===== src/rtl/pipe_pkg.sv =====
// ============================================================================
// Module      : pipe_pkg
// Description : Shared pipeline constants. Datapath defaults and load-size
//               encodings used by the MA/WB stage and its load aligner.
// Revision    : 1.0 - initial release
// ============================================================================
`default_nettype none

package pipe_pkg;

  localparam int XLEN_DEFAULT    = 32;
  localparam int RADDR_W_DEFAULT = 5;

  localparam logic [1:0] LS_WORD = 2'b00;
  localparam logic [1:0] LS_HALF = 2'b01;
  localparam logic [1:0] LS_BYTE = 2'b10;

endpackage

`default_nettype wire


===== src/rtl/load_align.sv =====
// ============================================================================
// Module      : load_align
// Description : Combinational sub-word load extraction. Selects a byte or
//               halfword from the memory read word and zero/sign-extends it.
//               Size 2'b11 is treated as a full word.
// Revision    : 1.0 - initial release
// ============================================================================
`default_nettype none

module load_align
  import pipe_pkg::*;
#(
  parameter int XLEN = XLEN_DEFAULT
) (
  input  logic [XLEN-1:0] i_word,
  input  logic [1:0]      i_size,
  input  logic            i_signed,
  input  logic [1:0]      i_byteOff,
  output logic [XLEN-1:0] o_data
);

  logic [7:0]  w_byte;
  logic [15:0] w_half;

  // Byte lane picked by the full offset; halfword by offset bit 1 only.
  assign w_byte = i_word[{i_byteOff, 3'b000} +: 8];
  assign w_half = i_byteOff[1] ? i_word[31:16] : i_word[15:0];

  // Extend the selected lane according to load size and signedness.
  always_comb begin
    o_data = i_word;
    case (i_size)
      LS_HALF: o_data = {{(XLEN-16){i_signed & w_half[15]}}, w_half};
      LS_BYTE: o_data = {{(XLEN-8){i_signed & w_byte[7]}}, w_byte};
      default: o_data = i_word;
    endcase
  end

endmodule

`default_nettype wire


===== src/rtl/ma_wb_stage.sv =====
// ============================================================================
// Module      : ma_wb_stage
// Description : Memory-access / write-back pipeline register. Captures the
//               data-memory read word, ALU result and write-back controls,
//               drives the register-file write port and counts retired
//               instructions. Define LOAD_SUBWORD_EN to enable byte/half
//               load alignment; otherwise loads are word-only.
// Revision    : 1.0 - initial release
// ============================================================================
`default_nettype none

module ma_wb_stage
  import pipe_pkg::*;
#(
  parameter int XLEN    = XLEN_DEFAULT,
  parameter int RADDR_W = RADDR_W_DEFAULT,
  parameter int CNT_W   = 32
) (
  input  logic               clkIn,
  input  logic               resetIn,
  input  logic               StallIn,
  input  logic               FlushIn,
  input  logic               ValidIn,
  input  logic [XLEN-1:0]    AluResultIn,
  input  logic [XLEN-1:0]    MemDataIn,
  input  logic               MemToRegIn,
  input  logic               RegWriteIn,
  input  logic [RADDR_W-1:0] DestRegIn,
  input  logic [1:0]         LoadSizeIn,
  input  logic               LoadSignedIn,
  input  logic [1:0]         ByteOffIn,
  output logic [XLEN-1:0]    WbDataOut,
  output logic [RADDR_W-1:0] WbRegOut,
  output logic               WbEnOut,
  output logic               ValidOut,
  output logic [CNT_W-1:0]   RetireCountOut
);

  logic [XLEN-1:0]    w_aligned;
  logic [XLEN-1:0]    w_wbData;
  logic               w_load;

  logic               r_valid;
  logic               r_regWrite;
  logic [XLEN-1:0]    r_wbData;
  logic [RADDR_W-1:0] r_wbReg;
  logic [CNT_W-1:0]   r_retireCnt;

`ifdef LOAD_SUBWORD_EN
  load_align #(
    .XLEN (XLEN)
  ) u_loadAlign (
    .i_word    (MemDataIn),
    .i_size    (LoadSizeIn),
    .i_signed  (LoadSignedIn),
    .i_byteOff (ByteOffIn),
    .o_data    (w_aligned)
  );
`else
  // Word-only build: the sub-word controls are accepted but have no effect.
  logic w_unusedLoadCtl;
  assign w_unusedLoadCtl = ^{LoadSizeIn, LoadSignedIn, ByteOffIn};
  assign w_aligned       = MemDataIn;
`endif

  // A load event is an edge with neither flush nor stall pending.
  assign w_load   = ~FlushIn & ~StallIn;
  assign w_wbData = MemToRegIn ? w_aligned : AluResultIn;

  // Stage register: reset > flush > stall > load.
  always_ff @(posedge clkIn) begin
    if (resetIn) begin
      r_valid    <= 1'b0;
      r_regWrite <= 1'b0;
      r_wbData   <= '0;
      r_wbReg    <= '0;
    end else if (FlushIn) begin
      r_valid    <= 1'b0;
      r_regWrite <= 1'b0;
    end else if (!StallIn) begin
      r_valid    <= ValidIn;
      r_regWrite <= RegWriteIn;
      r_wbData   <= w_wbData;
      r_wbReg    <= DestRegIn;
    end
  end

  // Retire counter: counts valid instructions accepted on load events, wraps.
  always_ff @(posedge clkIn) begin
    if (resetIn) begin
      r_retireCnt <= '0;
    end else if (w_load && ValidIn) begin
      r_retireCnt <= r_retireCnt + 1'b1;
    end
  end

  assign ValidOut       = r_valid;
  assign WbDataOut      = r_wbData;
  assign WbRegOut       = r_wbReg;
  assign RetireCountOut = r_retireCnt;
  // Register 0 is hard-wired and must never be written.
  assign WbEnOut        = r_valid & r_regWrite & (r_wbReg != '0);

endmodule

`default_nettype wire


===== config.mk =====
export PLATFORM = sky130hd
export DESIGN_NAME = ma_wb_stage
export DESIGN_NICKNAME = d
export VERILOG_FILES = /design/src/rtl/pipe_pkg.sv /design/src/rtl/load_align.sv /design/src/rtl/ma_wb_stage.sv
export SDC_FILE = /design/constraint.sdc
export NUM_CORES = 1
export LEC_CHECK = 0
export BUFFER_PORTS_ARGS = -buffer_cell sky130_fd_sc_hd__buf_2
export CORE_MARGIN = 1.5
export CORE_UTILIZATION = 30
export CTS_CLUSTER_DIAMETER = 30
export CTS_CLUSTER_SIZE = 12
export DETAILED_ROUTE_END_ITERATION = 8
export GPL_TIMING_DRIVEN = 0
export HOLD_SLACK_MARGIN = 0.05
export PLACE_DENSITY = 0.67
export SYNTH_ARGS = -nofsm -noshare
export SYNTH_HDL_FRONTEND = slang
export SYNTH_SLANG_ARGS = --single-unit

===== constraint.sdc =====
create_clock -name clkIn -period 4.8 [get_ports clkIn]
set_input_delay 0 -clock clkIn [delete_from_list [all_inputs] [get_ports clkIn]]
set_output_delay 0 -clock clkIn [all_outputs]
set_load 0.05 [all_outputs]

==> impl_metrics.toml <==
[worst_hold_path]
hp-start = "ValidIn"
hold_depth = 4
hold_end = "RetireCountOut[1]"
hold_path_class = "primary input to flop"

[drt]
avgViaCountPerCell = 5.05
route.met2.wl_um = 5390
dr_total_vias = 3644
topRoutingLayerUsed = "met4"
avgRoutedWirePerCell_um = 15.3
met3_length_um = 856
drtAntennaViolNets = 0
wl_um = 11100
dr.pass1.iters = 5
drc = 0
drt_iter0_drc = 102
met1_length_um = 4550

[setup_path]
reg2reg_slack_ps = 2470
cp.arrival_ps = 2560
crit_type = "flop to flop"
crit_fanout = 10
crit_required_ps = 5030
startpoint_type = "flop"
reg2regPathDepth = 5
critPathCaptureType = "flop"
regToRegStartpoint = "RetireCountOut[0]"
timing.rr.end = "RetireCountOut[31]"

[final_layout]
drive_gt1_frac = 0.282
insertedDiodeCount = 0
nets = 663
finalInstanceArea_mm2 = 0.00502
areaGrowthSynthToFinish_pct = 58.0

[logic_synthesis]
synth_area_leader_cell = "dfxtp_1"
yosys.area_share.simple = 0.209
synth.top_cells.by_area = "dfxtp_1 (45%), mux2i_1 (11%), a211oi_1 (7.6%), nor2_1 (5.3%), a21oi_1 (3.9%)"
syn-cell-area_mm2 = 0.00318
synth_most_common_cell = "dfxtp_1"
syn_inst = 354
ys.flop_type = "dfxtp_1"
synth_edf_count = 0
ys_async_sr_fraction = 0
synth_compound_area_frac = 0.161
synth_area_per_cell_um2 = 8.98
ys_seq_elements = 71
synthMuxAreaShare = 0.111
synth_top_cell_area_share = 0.447
yosysWarningCount = 0
synth_top_family_by_area = "simple AND/OR/NAND/NOR gates"
synthTopCellsByCount = "dfxtp_1 (71), nor2_1 (45), mux2i_1 (34), a211oi_1 (32), a21oi_1 (25)"
synth.distinct_cells = 33
synth-xor-area-share = 0.0275
yosysSeqAreaShare = 0.447
synth_adder_area_share = 0.00394
syn-num-nets = 436

[placement]
placed_area_mm2 = 0.00406
gp_congestion = 0.777
place_ws_ps = 2520
port_buffers = 142
hpwl_um = 6720

[sta]
period_share = 0.485
min_period_ps = 2330
fin_skew_ps = 5.85
rsz0062_at_grt = "no"
slew_headroom = 0.429
whs_ps = 151
setup_tns_ps = 0
hold_viol = 0
report.final.slew_viol_count = 0
tightestPinTransition_ps = 856
setup_viol = 0
fmax_mhz = 430
setup_ws_ps = 2470

[floorplanning]
die_w_um = 106
die_y_um = 106
ios = 152
dieArea_mm2 = 0.0112
core_area_mm2 = 0.0103
start_util = 0.308
row_count = 37

[status]
status = "complete, no violations"

[grt]
grt_use_total = 0.201
grt_max_degree = 12
grt_pass1_vias = 3616
grt-ovfl-total = 0
grt_pass1_wl_um = 17700
antenna_found_initial = 0

[power]
power_mw = 1.44
powerDensity_mw_per_mm2 = 287
ir_worst_vdd_mv = 0.167
total_leakage_power_nw = 2.16

[run]
cap_violations = 0

[cts]
cts_tree = "done"
cts.sink_count = 71
cts-root-buf = "clkbuf_8"
clk_pin_slew_worst_paths_ps = 80
ctsResizeCount = 0
cts-buffers-inserted = 9
clk_latency_ps = 340
hold_buffers = 74
cts_setup_buffers = 0
clockBufferDepth = 2
cts.htree.levels = 3
critical path, cell delays in order (launching register included):
cell and delay [ps]:
dfxtp_1 430, nand4b_1 220, or4_1 580, clkbuf_1 230, nor4_1 370, mux2_2 370
layer usage:
layer / vias to the layer above / global-route usage
met5: - / 0
met4: 0 / 0.0985
met3: 24 / 0.0582
met2: 178 / 0.336
met1: 1682 / 0.236
li1: 1760 / -
stage by stage:
stage | utilization | instances
5_1_grt | 0.487 | 722
6_report | 0.487 | 722
3_3_place_gp | 0.393 | 632
2_1_floorplan | - | 354
3_5_place_dp | 0.393 | 632
4_1_cts | 0.487 | 722
cell type report:
type	instances	area (um2)
clock buffer	13	159
sequential	71	1420
timing repair buffer	216	1450
buffer	26	114
multi-input combinational	253	1630
tap	136	170
fill	956	5300
inverter	4	15.0
clock inverter	3	65.1
layout by cell type (no fill, tap or decap), types with 11 or more instances in the layout:
master,Yosys,final
a211oi_1,32,32
buf_2,1,143
nor2_1,45,45
clkbuf_1,22,24
or4_1,14,14
clkbuf_8,0,11
nand4_1,11,11
a21oi_1,25,25
dfxtp_1,71,71
dlygate4sd3_1,0,74
mux2i_1,34,34
nand2_1,22,22
how the worst max path moves through the flow:
stage | cells after the start | slack, ps | start | end
3_3_place_gp | 5 | 2540 | RetireCountOut[0] | RetireCountOut[31]
2_1_floorplan | 6 | 2420 | RetireCountOut[0] | RetireCountOut[30]
6_report | 5 | 2470 | RetireCountOut[0] | RetireCountOut[31]
4_1_cts | 5 | 2490 | RetireCountOut[0] | RetireCountOut[31]
3_5_place_dp | 5 | 2520 | RetireCountOut[5] | RetireCountOut[31]
5_1_grt | 6 | 2330 | RetireCountOut[0] | RetireCountOut[21]
report_power, final:
group | leakage (nW) | internal [mW] | switching [mW]
logic | 1.46 | 0.116 | 0.159
clock network | 0.114 | 0.321 | 0.221
registers | 0.579 | 0.610 | 0.0134
sequential cells by signal (all words and copies together), names as in the netlist:
name            count
RetireCountOut     32
ValidOut            1
WbDataOut          32
WbRegOut            5
r_regWrite          1
logic make-up (layout without fill, tap and decap cells):
group,Yosys count,in the layout
AND/OR/NAND/NOR,128,128
AO/OA/AOI/OAI,79,79
flip-flops,71,71
multiplexers,35,35
buffers and inverters,30,262
XOR/XNOR,10,10
adder cells (fa/ha/maj),1,1
(Power assumes the default switching activity.)
